[src/rtl/pb_pkg.sv]
// rtl/pb_pkg.sv - shared types and defaults for the playback address sequencer
// Purpose: FSM state encoding, default bus widths and latency-counter sizing.
// Ports: none (package).
package pb_pkg;

  localparam int PB_ADDR_W = 15;
  localparam int PB_DATA_W = 16;
  localparam int PB_LAT_W  = 2;

  typedef enum logic [2:0] {
    ST_IDLE  = 3'd0,
    ST_ARMED = 3'd1,
    ST_READ  = 3'd2,
    ST_WAIT  = 3'd3,
    ST_DONE  = 3'd4
  } pb_state_t;

  // WAIT lasts READ_LATENCY-1 cycles; the counter is loaded on the READ
  // cycle and flags terminal count on the last WAIT cycle, so it starts
  // two below the latency. A latency of 1 skips WAIT entirely.
  function automatic int unsigned wait_load(input int unsigned read_latency);
    return (read_latency >= 2) ? read_latency - 2 : 0;
  endfunction

endpackage

[src/rtl/pb_addr_sequencer_if.sv]
// rtl/pb_addr_sequencer_if.sv - sample memory read bus
// Purpose: groups the sample-memory read port of the sequencer.
// Signals: mem_address (ADDR_W), mem_read (1), mem_readdata (DATA_W).
// Modports: master = sequencer side, slave = memory side.
interface pb_addr_sequencer_if
  import pb_pkg::*;
#(
  parameter int ADDR_W = PB_ADDR_W,
  parameter int DATA_W = PB_DATA_W
) ();

  logic [ADDR_W-1:0] mem_address;
  logic              mem_read;
  logic [DATA_W-1:0] mem_readdata;

  modport master (output mem_address, output mem_read, input mem_readdata);
  modport slave  (input mem_address, input mem_read, output mem_readdata);

endinterface

[src/rtl/pb_lat_counter.sv]
// rtl/pb_lat_counter.sv - loadable down-counter with terminal-count flag
// Purpose: times the WAIT state of the playback sequencer.
// Ports: clk, reset_n (async, active-low), load, load_val[W], tc (count == 0).
module pb_lat_counter #(
  parameter int W = 2
) (
  input  logic         clk,
  input  logic         reset_n,
  input  logic         load,
  input  logic [W-1:0] load_val,
  output logic         tc
);

  logic [W-1:0] count;

  always_ff @(posedge clk or negedge reset_n) begin
    if (!reset_n) begin
      count <= '0;
    end else if (load) begin
      count <= load_val;
    end else if (count != '0) begin
      count <= count - W'(1);
    end
  end

  assign tc = (count == '0);

endmodule

[src/rtl/pb_addr_sequencer.sv]
// rtl/pb_addr_sequencer.sv - sample-rate driven playback address sequencer
// Purpose: walks sample memory from start_addr to end_addr (inclusive), one
//   fetch per sample_tick, optionally looping, and presents each fetched word.
// Ports: clk, reset_n (async, active-low); start_addr/end_addr[ADDR_W];
//   go, stop, loop_en, sample_tick; mem (read bus, master);
//   sample_out[DATA_W], sample_valid, busy, done, overrun.
module pb_addr_sequencer
  import pb_pkg::*;
#(
  parameter int ADDR_W       = PB_ADDR_W,
  parameter int DATA_W       = PB_DATA_W,
  parameter int READ_LATENCY = 2
) (
  input  logic                clk,
  input  logic                reset_n,
  input  logic [ADDR_W-1:0]   start_addr,
  input  logic [ADDR_W-1:0]   end_addr,
  input  logic                go,
  input  logic                stop,
  input  logic                loop_en,
  input  logic                sample_tick,
  pb_addr_sequencer_if.master mem,
  output logic [DATA_W-1:0]   sample_out,
  output logic                sample_valid,
  output logic                busy,
  output logic                done,
  output logic                overrun
);

  pb_state_t         state;
  logic [ADDR_W-1:0] cur_addr;
  logic [ADDR_W-1:0] start_q;
  logic [ADDR_W-1:0] end_q;
  logic              rd_q;
  logic              lat_tc;
  logic              capture;
  logic              at_end;

  pb_lat_counter #(.W(PB_LAT_W)) u_lat (
    .clk      (clk),
    .reset_n  (reset_n),
    .load     (state == ST_READ),
    .load_val (PB_LAT_W'(wait_load(READ_LATENCY))),
    .tc       (lat_tc)
  );

  assign capture = (state == ST_WAIT && lat_tc) ||
                   (state == ST_READ && READ_LATENCY == 1);

  // An inverted range plays start_addr alone, so treat it as the last word.
  assign at_end = (cur_addr == end_q) || (end_q < start_q);

  always_ff @(posedge clk or negedge reset_n) begin
    if (!reset_n) begin
      state        <= ST_IDLE;
      cur_addr     <= '0;
      start_q      <= '0;
      end_q        <= '0;
      rd_q         <= 1'b0;
      sample_out   <= '0;
      sample_valid <= 1'b0;
      done         <= 1'b0;
      overrun      <= 1'b0;
    end else begin
      rd_q         <= 1'b0;
      sample_valid <= 1'b0;
      done         <= 1'b0;
      overrun      <= 1'b0;
      if (stop) begin
        state <= ST_IDLE;
      end else begin
        case (state)
          ST_IDLE: begin
            if (go) begin
              start_q  <= start_addr;
              end_q    <= end_addr;
              cur_addr <= start_addr;
              state    <= ST_ARMED;
            end
          end
          ST_ARMED: begin
            if (sample_tick) begin
              state <= ST_READ;
              rd_q  <= 1'b1;
            end
          end
          ST_READ, ST_WAIT: begin
            overrun <= sample_tick;
            if (capture) begin
              sample_out   <= mem.mem_readdata;
              sample_valid <= 1'b1;
              if (!at_end) begin
                cur_addr <= cur_addr + ADDR_W'(1);
                state    <= ST_ARMED;
              end else if (loop_en) begin
                cur_addr <= start_q;
                state    <= ST_ARMED;
              end else begin
                state <= ST_DONE;
                done  <= 1'b1;
              end
            end else begin
              state <= ST_WAIT;
            end
          end
          ST_DONE: begin
            overrun <= sample_tick;
            state   <= ST_IDLE;
          end
          default: state <= ST_IDLE;
        endcase
      end
    end
  end

  assign busy            = (state != ST_IDLE);
  assign mem.mem_address = cur_addr;
  assign mem.mem_read    = rd_q;

endmodule

[src/flat_wrapper.sv]
// flat-port wrapper written by rule: the top's interface ports become plain ports
module pb_addr_sequencer_flat import pb_pkg::*;
#(
  parameter int ADDR_W       = PB_ADDR_W,
  parameter int DATA_W       = PB_DATA_W,
  parameter int READ_LATENCY = 2
)
  (clk, reset_n, start_addr, end_addr, go, stop, loop_en, sample_tick, sample_out, sample_valid, busy, done, overrun, mem_mem_address, mem_mem_read, mem_mem_readdata);
  pb_addr_sequencer_if #(.ADDR_W(ADDR_W), .DATA_W(DATA_W)) mem_i ();
  input  logic clk;
  input  logic reset_n;
  input  logic [ADDR_W-1:0] start_addr;
  input  logic [ADDR_W-1:0] end_addr;
  input  logic go;
  input  logic stop;
  input  logic loop_en;
  input  logic sample_tick;
  output logic [DATA_W-1:0] sample_out;
  output logic sample_valid;
  output logic busy;
  output logic done;
  output logic overrun;
  output wire logic [$bits(mem_i.mem_address)-1:0] mem_mem_address;
  output wire logic [$bits(mem_i.mem_read)-1:0] mem_mem_read;
  input wire logic [$bits(mem_i.mem_readdata)-1:0] mem_mem_readdata;
  assign mem_mem_address = mem_i.mem_address;
  assign mem_mem_read = mem_i.mem_read;
  assign mem_i.mem_readdata = mem_mem_readdata;
  pb_addr_sequencer #(.ADDR_W(ADDR_W), .DATA_W(DATA_W), .READ_LATENCY(READ_LATENCY)) u_core (.clk(clk), .reset_n(reset_n), .start_addr(start_addr), .end_addr(end_addr), .go(go), .stop(stop), .loop_en(loop_en), .sample_tick(sample_tick), .mem(mem_i), .sample_out(sample_out), .sample_valid(sample_valid), .busy(busy), .done(done), .overrun(overrun));
endmodule
[config.mk]
export PLATFORM = sky130hd
export DESIGN_NAME = pb_addr_sequencer_flat
export DESIGN_NICKNAME = d
export VERILOG_FILES = /design/src/rtl/pb_pkg.sv /design/src/rtl/pb_addr_sequencer_if.sv /design/src/rtl/pb_lat_counter.sv /design/src/rtl/pb_addr_sequencer.sv /design/src/flat_wrapper.sv
export SDC_FILE = /design/constraint.sdc
export NUM_CORES = 1
export LEC_CHECK = 0
export ABC_CLOCK_PERIOD_IN_PS = 5900
export BUFFER_PORTS_ARGS = -buffer_cell sky130_fd_sc_hd__buf_2
export CAP_MARGIN = 15
export CELL_PAD_IN_SITES_DETAIL_PLACEMENT = 0
export CELL_PAD_IN_SITES_GLOBAL_PLACEMENT = 1
export CORE_ASPECT_RATIO = 2
export CORE_MARGIN = 10
export CORE_UTILIZATION = 30
export CTS_CLUSTER_DIAMETER = 120
export CTS_CLUSTER_SIZE = 10
export DETAILED_ROUTE_END_ITERATION = 6
export GPL_TIMING_DRIVEN = 0
export PLACE_DENSITY_LB_ADDON = 0.2
export SYNTH_ARGS = -nofsm -noshare
export SYNTH_HDL_FRONTEND = slang
export SYNTH_SLANG_ARGS = --single-unit
[constraint.sdc]
create_clock -name clk -period 5.9 [get_ports clk]
set_clock_uncertainty 0.1 [all_clocks]
set_input_delay 0.59 -clock clk [delete_from_list [all_inputs] [get_ports clk]]
set_output_delay 0.59 -clock clk [all_outputs]
set_load 0.005 [all_outputs]
==> impl_results.md, run 1 <==
* Status: finished clean
* R2R cell count at 9
* Initial Utilization at 0.3083
* Register area at 0.001752 mm2
* Final Max Tran Viols at 0
* Share of post-route cells with drive strength above 1 at 0.2461
* Critical path required time at 6.01 ns
* Clk_lat worst skew at 0.33 ns
* Filler cells at 1275
* Gpl congestion at 0.8395
* Via Count at 3337
* Clock Tree Root: clkbuf_16
* RSZ-0062 raised after global routing: false
* Peak Freq at 316.3 MHz
* Multi-input combinational cell area at 0.001834 mm2
* Yosys warning count at 0
* Chip width at 99.16 um
* IO Pins at 88
* Max Root-Sink Buffers at 2
* Hold bufs inserted after CTS at 0
* TritonCTS clock tree: built
* DR WL/cell at 18.79 um
* Peak VDD IR at 0.0001653 V
* Post-cts resize count at 0
* Final HPWL DP at 9729 um
* Die area at 0.01768 mm2
* Clock transition at the registers of the reported paths at 0.06 ns
* Post-CTS setup buffer count at 0
* Syn Area/Cell at 9.261 um2
* Placed insts at 641
* Final worst path period need at 3.161 ns
* Post-synth EDFFs at 0
* Type of origin of the critical path: flip-flop
* Initial drt markers at 155
* Reg2reg start: u_core.end_q[2]$_DFFE_PN0P_
* Max cap viols at 0
* Worst-path fanout max at 10
* Final worst-path cycle share at 0.5358
* Largest net degree at the start of global routing at 42
* TritonCTS Buffers at 9
* Routed wire length at 12310 um
* GRT Util Overall at 0.1407
* Worst setup EP type: flip-flop
* Post-Syn Instances at 406
* Core ar. at 0.01220 mm2
* Commonest non-fill, non-tap cell in the layout: buf_2
* H-tree levels at 3
* CTS Sinks at 70
* Initial antenna violation count at 0
* # diodes at 0
* Layout area overhead at 24.39%
* Final ANT Viol Nets at 0
* Final core occ at 0.3835
* Gr ovfl total at 0
* First-pass GRT wire length at 19560 um
* Final non-filler cell total at 655
* First-pass DRT Iterations at 4
* Synth cell types at 41
* Register bit count reported by yosys at 70
* Setup TNS at 0 ns
* Syn Nets at 474
* Register area share after synthesis at 0.4659
* WHS at 0.09796 ns
* Final setup margin at 2.739 ns
* WS Path Type: flip-flop to flip-flop
* Row cnt at 57
* Commonest non-fill, non-tap cells in the layout: buf_2 (90), nand2_1 (83), dfrtp_1 (70)
* Critical path origin: u_core.end_q[2]$_DFFE_PN0P_
* Worst min-delay path category: input port to asynchronous set/reset pin
* Place WS at 2.691 ns
* Slew @ Worst Pin at 0.7518 ns
* CP arrival at 3.28 ns
* Vias in the first global route at 3680
* Static leakage at 2.312 nW
* Most used DFF post-synth: dfrtp_1
* Average vias per placed instance at 5.095
* I/O Buffers at 87
* Die height at 178.3 um
* Nets at 573
* Setup Viol. Count Final at 0
* Async SR Flop Fraction at 1.000
* Hold Vio Cnt, Final at 0
* P per Cell Area at 397.7 mW/mm2
* Relative slew slack at 0.4988
* DRC violations left at 0
* Post-Syn Area at 0.003760 mm2
-- metrics by stage --
| step | power [W] | area, um2 |
|---|---|---|
| floorplan | 0.001085 | 3760 |
| global placement | 0.001357 | 4379 |
| detailed placement | 0.001368 | 4402 |
| CTS | 0.001889 | 4677 |
| global route | 0.001991 | 4677 |
| finish | 0.001860 | 4677 |
-- report_power, final --
group / internal (W) / total, W / switching, W
combinational: 0.000261 / 0.000617 / 0.000355
clock: 0.000314 / 0.000514 / 0.000200
sequential: 0.000606 / 0.000730 / 0.000124
-- worst max-delay path, stage by stage, from the launching register on --
cell and delay [ns]:
dfrtp_1 0.41, ha_1 0.31, nand2_1 0.05, o21ai_1 0.16
a21oi_1 0.16, o41ai_4 0.72, and2_1 0.21, buf_2 0.23
a21o_1 0.32, mux2_2 0.37
-- sequential cells by signal (all words and copies together), names as in the netlist --
register and flops:
u_core.overrun 1, u_core.sample_valid 1, u_core.state 3, u_core.u_lat.count 2
u_core.mem.mem_address 15, u_core.end_q 15, u_core.done 1, u_core.mem.mem_read 1
u_core.sample_out 16, u_core.start_q 15
-- cells in the mapped netlist (all sizes together) (3+ instances only) --
cell | number | area (um2)
o32a | 4 | 40.04
dfrtp | 70 | 1752
xor2 | 18 | 157.7
buf | 4 | 20.02
nand4 | 4 | 25.02
mux2 | 19 | 214.0
clkbuf | 16 | 60.06
nand2 | 83 | 311.6
a32oi | 4 | 35.03
a21o | 5 | 37.54
inv | 25 | 93.84
nor3b | 3 | 22.52
nor4 | 5 | 31.28
a22oi | 3 | 22.52
and2 | 3 | 18.77
o21ai | 19 | 95.09
o21bai | 3 | 22.52
nor2 | 22 | 82.58
nand3 | 10 | 50.05
a21oi | 21 | 105.1
nor2b | 6 | 37.54
ha | 16 | 200.2
or3 | 3 | 18.77
mux2i | 5 | 50.05
nand2b | 4 | 25.02
nor3 | 9 | 45.04
a31oi | 7 | 43.79
-- logic make-up (layout without fill, tap and decap cells) --
logic type | count (synthesis) | after routing | synth area share
compound gates | 80 | 80 | 0.1431
buf+inv | 45 | 147 | 0.04626
flops | 70 | 70 | 0.4659
simple gates | 153 | 153 | 0.1794
xor+xnor | 18 | 18 | 0.04193
fa+ha+maj | 16 | 16 | 0.05324
mux | 24 | 24 | 0.07022
-- routing by layer --
layer | vias up | wire (um) | GRT usage
met4 | 0 | 278 | 0.05942
met3 | 16 | 719 | 0.03913
li1 | 1599 | - | -
met2 | 106 | 6746 | 0.2658
met5 | - | 0 | 0
met1 | 1616 | 4561 | 0.1377
-- worst paths after layout --
path / end / slack [ns]
setup / recovery: u_core.mem.mem_address[12]$_DFFE_PN0P_ / 2.74
hold / removal: u_core.start_q[3]$_DFFE_PN0P_ / 0.1
setup reg to reg: u_core.mem.mem_address[12]$_DFFE_PN0P_ / 2.74
hold reg to reg: u_core.sample_out[14]$_DFFE_PN0P_ / 0.40
max in group asynchronous: u_core.end_q[11]$_DFFE_PN0P_ / 5.02
min in group clk: u_core.end_q[8]$_DFFE_PN0P_ / 0.35
-- layout make-up --
type                       count  share of cell area
multi-input combinational    291              0.3922
sequential                    70              0.3745
timing repair buffer          88             0.09791
clock buffer                  13             0.05778
tap                          147             0.03933
inverter                      25             0.02006
buffer                        20             0.01712
clock inverter                 1            0.001070
No activity file was read; power rests on OpenSTA's default activity.
==> inputs of run 2 (changes only) <==
Settings changed: ABC_AREA set to 1, ABC_CLOCK_PERIOD_IN_PS 5900 to 2800.
Clock period 5.9 ns to 2.8 ns, I/O delays scaled along.
==> impl_results.md, run 2 <==
* Status: finished clean
* GRT Util Overall at 0.1426
* Initial antenna violation count at 0
* Final core occ at 0.3774
* P per Cell Area at 1165 mW/mm2
* Max Root-Sink Buffers at 2
* Register area share after synthesis at 0.4217
* Reg2reg start: u_core.end_q[14]$_DFFE_PN0P_
* Post-Syn Instances at 583
* Hold Vio Cnt, Final at 0
* Register bit count reported by yosys at 70
* Critical path required time at 2.92 ns
* Kind of cell adding the most delay to the critical path: simple AND/OR/NAND/NOR gates
* Clock Tree Root: clkbuf_16
* Placed insts at 826
* Cell Chain, Critical Path: ha_1, nand2_1, nor2_1, nand2_1, nor2_1, nand2_1, nand2_2, nand2_8, nand2_4, buf_6, nand3_1, nor2_1, nor2_1
* Post-cts resize count at 0
* Share of post-route cells with drive strength above 1 at 0.1921
* Largest register by flop count: u_core.sample_out
* Final worst path period need at 2.415 ns
* Nets at 751
* IO Pins at 88
* Yosys warning count at 0
* Fin area at 0.005100 mm2
* I/O Buffers at 87
* Commonest non-fill, non-tap cell in the layout: nand2_1
* Chip width at 103.2 um
* Static leakage at 2.823 nW
* Gpl congestion at 0.8570
* Relative slew slack at 0.4580
* WHS Endpoint: u_core.sample_out[14]$_DFFE_PN0P_
* CP arrival at 2.54 ns
* Syn Nets at 651
* Die height at 186.4 um
* Routed wire length at 13210 um
* Vias in the first global route at 4179
* Setup Viol. Count Final at 0
* Commonest non-fill, non-tap cells in the layout: nand2_1 (172), nor2_1 (103), buf_2 (90)
* Via Count at 3884
* Most used cell, CP: nor2_1
* Hold bufs inserted after CTS at 1
* Post-Syn Area at 0.004154 mm2
* Filler cells at 1483
* TritonCTS Buffers at 9
* Final non-filler cell total at 842
* Worst min-delay path category: input port to flip-flop
* R2R cell count at 13
* Post-synth top cells: nand2_1 (172), nor2_1 (103), dfrtp_1 (70)
* Synth cell types at 29
* DR WL/cell at 15.69 um
* Syn Area/Cell at 7.125 um2
* Row cnt at 60
* Crit-path slowest cell: dfrtp_1
* DRC violations left at 0
* Most common cell in the netlist: nand2_1
* Die area at 0.01924 mm2
* Initial Utilization at 0.3074
* Type of origin of the critical path: flip-flop
* Peak VDD IR at 0.0004176 V
* Final Max Tran Viols at 0
* Number of flip-flops in the largest register at 16
* Yosys top cell area share at 0.4217
* WS Path Type: flip-flop to flip-flop
* CTS Sinks at 70
* Layout area overhead at 22.77%
* Final worst-path cycle share at 0.8625
* CP peak stage delay at 0.41 ns
* Area after DPL at 0.004813 mm2
* Largest net degree at the start of global routing at 57
* Critical R2R Capture: u_core.mem.mem_address[7]$_DFFE_PN0P_
* Peak Freq at 414.1 MHz
* RSZ-0062 raised after global routing: false
* Worst-path fanout max at 10
* HP Start: mem_mem_readdata[14]
* Post-synth EDFFs at 0
* Flop-to-flop setup slack at 0.39 ns
* Synth area leaders: dfrtp_1 (42%), nand2_1 (16%), nor2_1 (9.3%)
* Final ANT Viol Nets at 0
* Post-synth top area cell: dfrtp_1
* Max cap viols at 0
* Initial drt markers at 113
* TritonCTS clock tree: built
* Async SR Flop Fraction at 1.000
* Core ar. at 0.01351 mm2
* Worst setup EP type: flip-flop
* Post-CTS setup buffer count at 0
* WP buf/inv at 1
* First-pass DRT Iterations at 4
* Final HPWL DP at 10400 um
* Hold Path Stages at 3
* WHS at 0.04153 ns
* First-pass GRT wire length at 21230 um
* Average vias per placed instance at 4.613
* # diodes at 0
* Clock transition at the registers of the reported paths at 0.06 ns
* H-tree levels at 3
* Most used DFF post-synth: dfrtp_1
* Setup TNS at 0 ns
* Slew @ Worst Pin at 0.8130 ns
* Clk_lat worst skew at 0.33 ns
* Gr ovfl total at 0
==> run 2: cell count changes in the layout (fill, tap and decap cells not counted), moves of 8 or more <==
cell	before	now
a21oi_1	21	47
clkbuf_1	17	9
inv_1	25	68
mux2_2	19	3
nand2_1	83	172
nand3_1	10	36
nor2_1	22	103
xor2_1	18	9
==> run 2: area by class of cell <==
cell class,instances,area (um2),share of cell area
Inverter,75,284.0,0.05569
Tap cell,155,193.9,0.03803
Timing Repair Buffer,89,475.5,0.09323
Multi-Input combinational cell,421,2027,0.3974
Buffer,17,91.34,0.01791
Sequential cell,70,1752,0.3435
Clock buffer,12,256.5,0.05029
Clock inverter,3,20.02,0.003925
==> run 2: metal layers <==
layer,wire length (um),track usage
met1,5016,0.1423
met2,7256,0.2670
met3,663,0.03623
met4,271,0.05113
met5,0,0
==> run 2: metrics by stage <==
| stage | setup slack, ns | power, W |
|---|---|---|
| floorplan | 0.8742 | 0.003862 |
| global placement | 0.3610 | 0.004893 |
| detailed placement | 0.3259 | 0.004939 |
| CTS | 0.3144 | 0.006055 |
| global route | 0.1148 | 0.006561 |
| finish | 0.3850 | 0.005943 |
==> run 2: worst max path at each step <==
| stage | end | slack [ns] | from | depth (start not counted) |
|---|---|---|---|---|
| after floorplan | u_core.mem.mem_address[7]$_DFFE_PN0P_ | 0.87 | u_core.end_q[14]$_DFFE_PN0P_ | 13 |
| after global placement | u_core.mem.mem_address[8]$_DFFE_PN0P_ | 0.36 | u_core.end_q[14]$_DFFE_PN0P_ | 13 |
| after detailed placement | u_core.mem.mem_address[0]$_DFFE_PN0P_ | 0.33 | u_core.end_q[14]$_DFFE_PN0P_ | 13 |
| after CTS | u_core.mem.mem_address[0]$_DFFE_PN0P_ | 0.31 | u_core.end_q[14]$_DFFE_PN0P_ | 13 |
| after global routing | u_core.mem.mem_address[3]$_DFFE_PN0P_ | 0.11 | u_core.end_q[14]$_DFFE_PN0P_ | 13 |
| final | u_core.mem.mem_address[7]$_DFFE_PN0P_ | 0.39 | u_core.end_q[14]$_DFFE_PN0P_ | 13 |
==> run 2: report_power, final <==
group	total (W)	internal (W)	switching, W
registers	0.00191	0.00147	0.000449
clock network	0.00108	0.000642	0.000439
logic	0.00295	0.00112	0.00183
==> run 2: cell families (layout without fill, tap and decap cells) <==
family | count (synthesis) | in the layout | share of synthesized area
simple gates | 332 | 332 | 0.3355
buf+inv | 92 | 196 | 0.09036
flops | 70 | 70 | 0.4217
xor+xnor | 11 | 11 | 0.02319
fa+ha+maj | 16 | 16 | 0.04819
compound gates | 59 | 59 | 0.07289
mux | 3 | 3 | 0.008132
==> run 2: worst register-to-register path, cell delays in order (launching register included) <==
cell and delay [ns]:
dfrtp_1 0.41, ha_1 0.31, nand2_1 0.10, nor2_1 0.18
nand2_1 0.11, nor2_1 0.17, nand2_1 0.09, nand2_2 0.18
nand2_8 0.11, nand2_4 0.14, buf_6 0.18, nand3_1 0.08
nor2_1 0.11, nor2_1 0.04
==> inputs of run 3 (changes only) <==
Settings changed: SYNTH_HIERARCHICAL set to 1.
==> impl_results.md, run 3 <==
* Vias in the first global route at 4211
* Commonest non-fill, non-tap cells in the layout: nand2_1 (236), buf_2 (88), dfrtp_1 (70)
* Routed wire length at 13400 um
* Final worst-path cycle share at 0.8965
* WHS at 0.03266 ns
* Fin area at 0.005070 mm2
* Largest net degree at the start of global routing at 42
* Initial drt markers at 146
* # diodes at 0
* First-pass GRT wire length at 21690 um
* Clock transition at the registers of the reported paths at 0.06 ns
* Yosys top cell area share at 0.4263
* Number of flip-flops in the largest register at 16
* Final worst path period need at 2.510 ns
* CTS Sinks at 70
* Register area share after synthesis at 0.4263
* Layout area overhead at 23.39%
* Worst min-delay path category: input port to flip-flop
* Hold Vio Cnt, Final at 0
* Post-Syn Area at 0.004109 mm2
* Initial antenna violation count at 0
* GRT Util Overall at 0.1486
* Critical path origin: u_core/end_q[10]$_DFFE_PN0P_
* Max cap viols at 0
* PnR Total Power at 0.005839 W
* Cell Chain, Critical Path: ha_1, nand2_1, inv_1, nand3_1, nor3_1, nand2_1, nand2_2, clkbuf_1, nand3_1, nand3_1, nand2_1, nand2_1, nand2_1
* Final HPWL DP at 10410 um
* Commonest non-fill, non-tap cell in the layout: nand2_1
* Share of post-route cells with drive strength above 1 at 0.1823
* Register bit count reported by yosys at 70
* Type of origin of the critical path: flip-flop
* HP Start: mem_mem_readdata[13]
* P per Cell Area at 1152 mW/mm2
* Worst-path fanout max at 10
* Final ANT Viol Nets at 0
* Status: finished clean
* Max Root-Sink Buffers at 2
* Final Max Tran Viols at 0
* Post-cts resize count at 0
* Async SR Flop Fraction at 1.000
* Setup Viol. Count Final at 0
* CP arrival at 2.65 ns
* Gpl congestion at 0.8462
* Setup TNS at 0 ns
* TritonCTS Buffers at 9
* CP peak stage delay at 0.45 ns
* H-tree levels at 3
* Post-synth top area cell: dfrtp_1
* Relative slew slack at 0.5203
* Critical path required time at 2.93 ns
* Kind of cell adding the most delay to the critical path: simple AND/OR/NAND/NOR gates
* Reg2reg start: u_core/end_q[10]$_DFFE_PN0P_
* Crit-path slowest cell: clkbuf_1
* Synth cell types at 31
* Worst setup EP type: flip-flop
* Die area at 0.01906 mm2
* Slew @ Worst Pin at 0.7195 ns
* Most used cell, CP: nand2_1
* Peak Freq at 398.4 MHz
* Peak VDD IR at 0.0004475 V
* Post-Syn Instances at 585
* Largest register by flop count: u_core/sample_out
* Initial Utilization at 0.3058
* RSZ-0062 raised after global routing: false
* Core ar. at 0.01344 mm2
* DR WL/cell at 15.84 um
* Yosys warning count at 6
* Static leakage at 2.860 nW
* Clock Tree Root: clkbuf_16
* Row cnt at 60
* Nets at 754
* Chip width at 102.8 um
* Clk_lat worst skew at 0.35 ns
* TritonCTS clock tree: built
* First-pass DRT Iterations at 4
* WS Path Type: flip-flop to flip-flop
* Average vias per placed instance at 4.651
* IO Pins at 88
* Via Count at 3935
* Gr ovfl total at 0
* Post-synth top cells: nand2_1 (236), dfrtp_1 (70), nor2_1 (64)
* I/O Buffers at 87
* Die height at 185.5 um
* Syn Area/Cell at 7.024 um2
* Area after DPL at 0.004772 mm2
* Post-synth EDFFs at 0
* DRC violations left at 0
* WP buf/inv at 2
* Most used DFF post-synth: dfrtp_1
* Most common cell in the netlist: nand2_1
* Synth area leaders: dfrtp_1 (43%), nand2_1 (22%), nor2_1 (5.8%)
## run 3: cell types whose count changed in the layout (fill, tap and decap cells not counted), moves of 2 or more
cell / change
nand2_1: +64
nand3b_1: -2
a21oi_1: -13
conb_1: +2
nor2_1: -39
buf_2: -2
o21ai_0: -6
inv_1: -6
nor2_2: -2
nand3_1: +8
xor2_1: -2
## run 3: final cells by class
type                    count  area, um2
plain buffers              16      81.33
clock inverters             3      17.52
flip-flops and latches     70       1752
fillers                  1472       8368
well taps                 155      193.9
inverters                  70      265.3
multi-input cells         430       2014
repair buffers             89      475.5
clock buffers              13      270.3
## run 3: worst paths after layout
path                                                               end  slack, ns  depth (start not counted)
worst max-delay path            u_core/mem.mem_address[11]$_DFFE_PN0P_       0.29                         13
worst min-delay path                 u_core/sample_out[13]$_DFFE_PN0P_       0.03                          3
worst max register to register  u_core/mem.mem_address[11]$_DFFE_PN0P_       0.29                         13
min in group asynchronous               u_core/start_q[10]$_DFFE_PN0P_       0.33                          2
worst min register to register       u_core/sample_out[10]$_DFFE_PN0P_       0.37                          2
max in group asynchronous                u_core/start_q[0]$_DFFE_PN0P_       1.70                          3
## run 3: metal layers
| layer | up-vias | global-route usage | routed length, um |
|---|---|---|---|
| met2 | 94 | 0.2812 | 7589 |
| met4 | 0 | 0.04757 | 212 |
| met5 | - | 0 | 0 |
| li1 | 2004 | - | - |
| met3 | 15 | 0.04123 | 834 |
| met1 | 1822 | 0.1495 | 4766 |
## run 3: metrics by stage
stage / utilization / std cells / worst slack (ns)
2_1_floorplan: - / 586 / 0.8316
3_3_place_gp: 0.3529 / 828 / 0.3242
3_5_place_dp: 0.3551 / 829 / 0.2918
4_1_cts: 0.3773 / 846 / 0.2717
5_1_grt: 0.3773 / 846 / 0.1564
6_report: 0.3773 / 846 / 0.2898
## run 3: timing repair
action	4_1_cts	5_1_grt
hold buffers	1	0
setup buffers	0	0
endpoints found under the setup margin	0	0
endpoints found under the hold margin	29	0
## run 3: kinds of logic (layout without fill, tap and decap cells)
group / after synthesis / in the layout / synth area share
xor gates and xnor gates: 9 / 9 / 0.01918
muxes: 2 / 2 / 0.005481
other: 1 / 2 / 0.0009126
and+or+nand+nor: 360 / 360 / 0.3636
AOI/OAI and AO/OA: 41 / 41 / 0.05146
DFF: 70 / 70 / 0.4263
buffers and inverters: 86 / 191 / 0.08435
adders and majority gates: 16 / 16 / 0.04872
## run 3: worst register-to-register path, delay by kind of cell, from the launching register on
kind / cells / cell delay [ns]
AND/OR/NAND/NOR: 10 / 1.08
buffers and inverters: 2 / 0.51
flip-flops: 1 / 0.40
adder cells (fa/ha/maj): 1 / 0.30
## run 3: where the power goes
group          internal [W]  switching, W
logic               0.00106       0.00176
clock network      0.000670      0.000459
registers           0.00147      0.000416
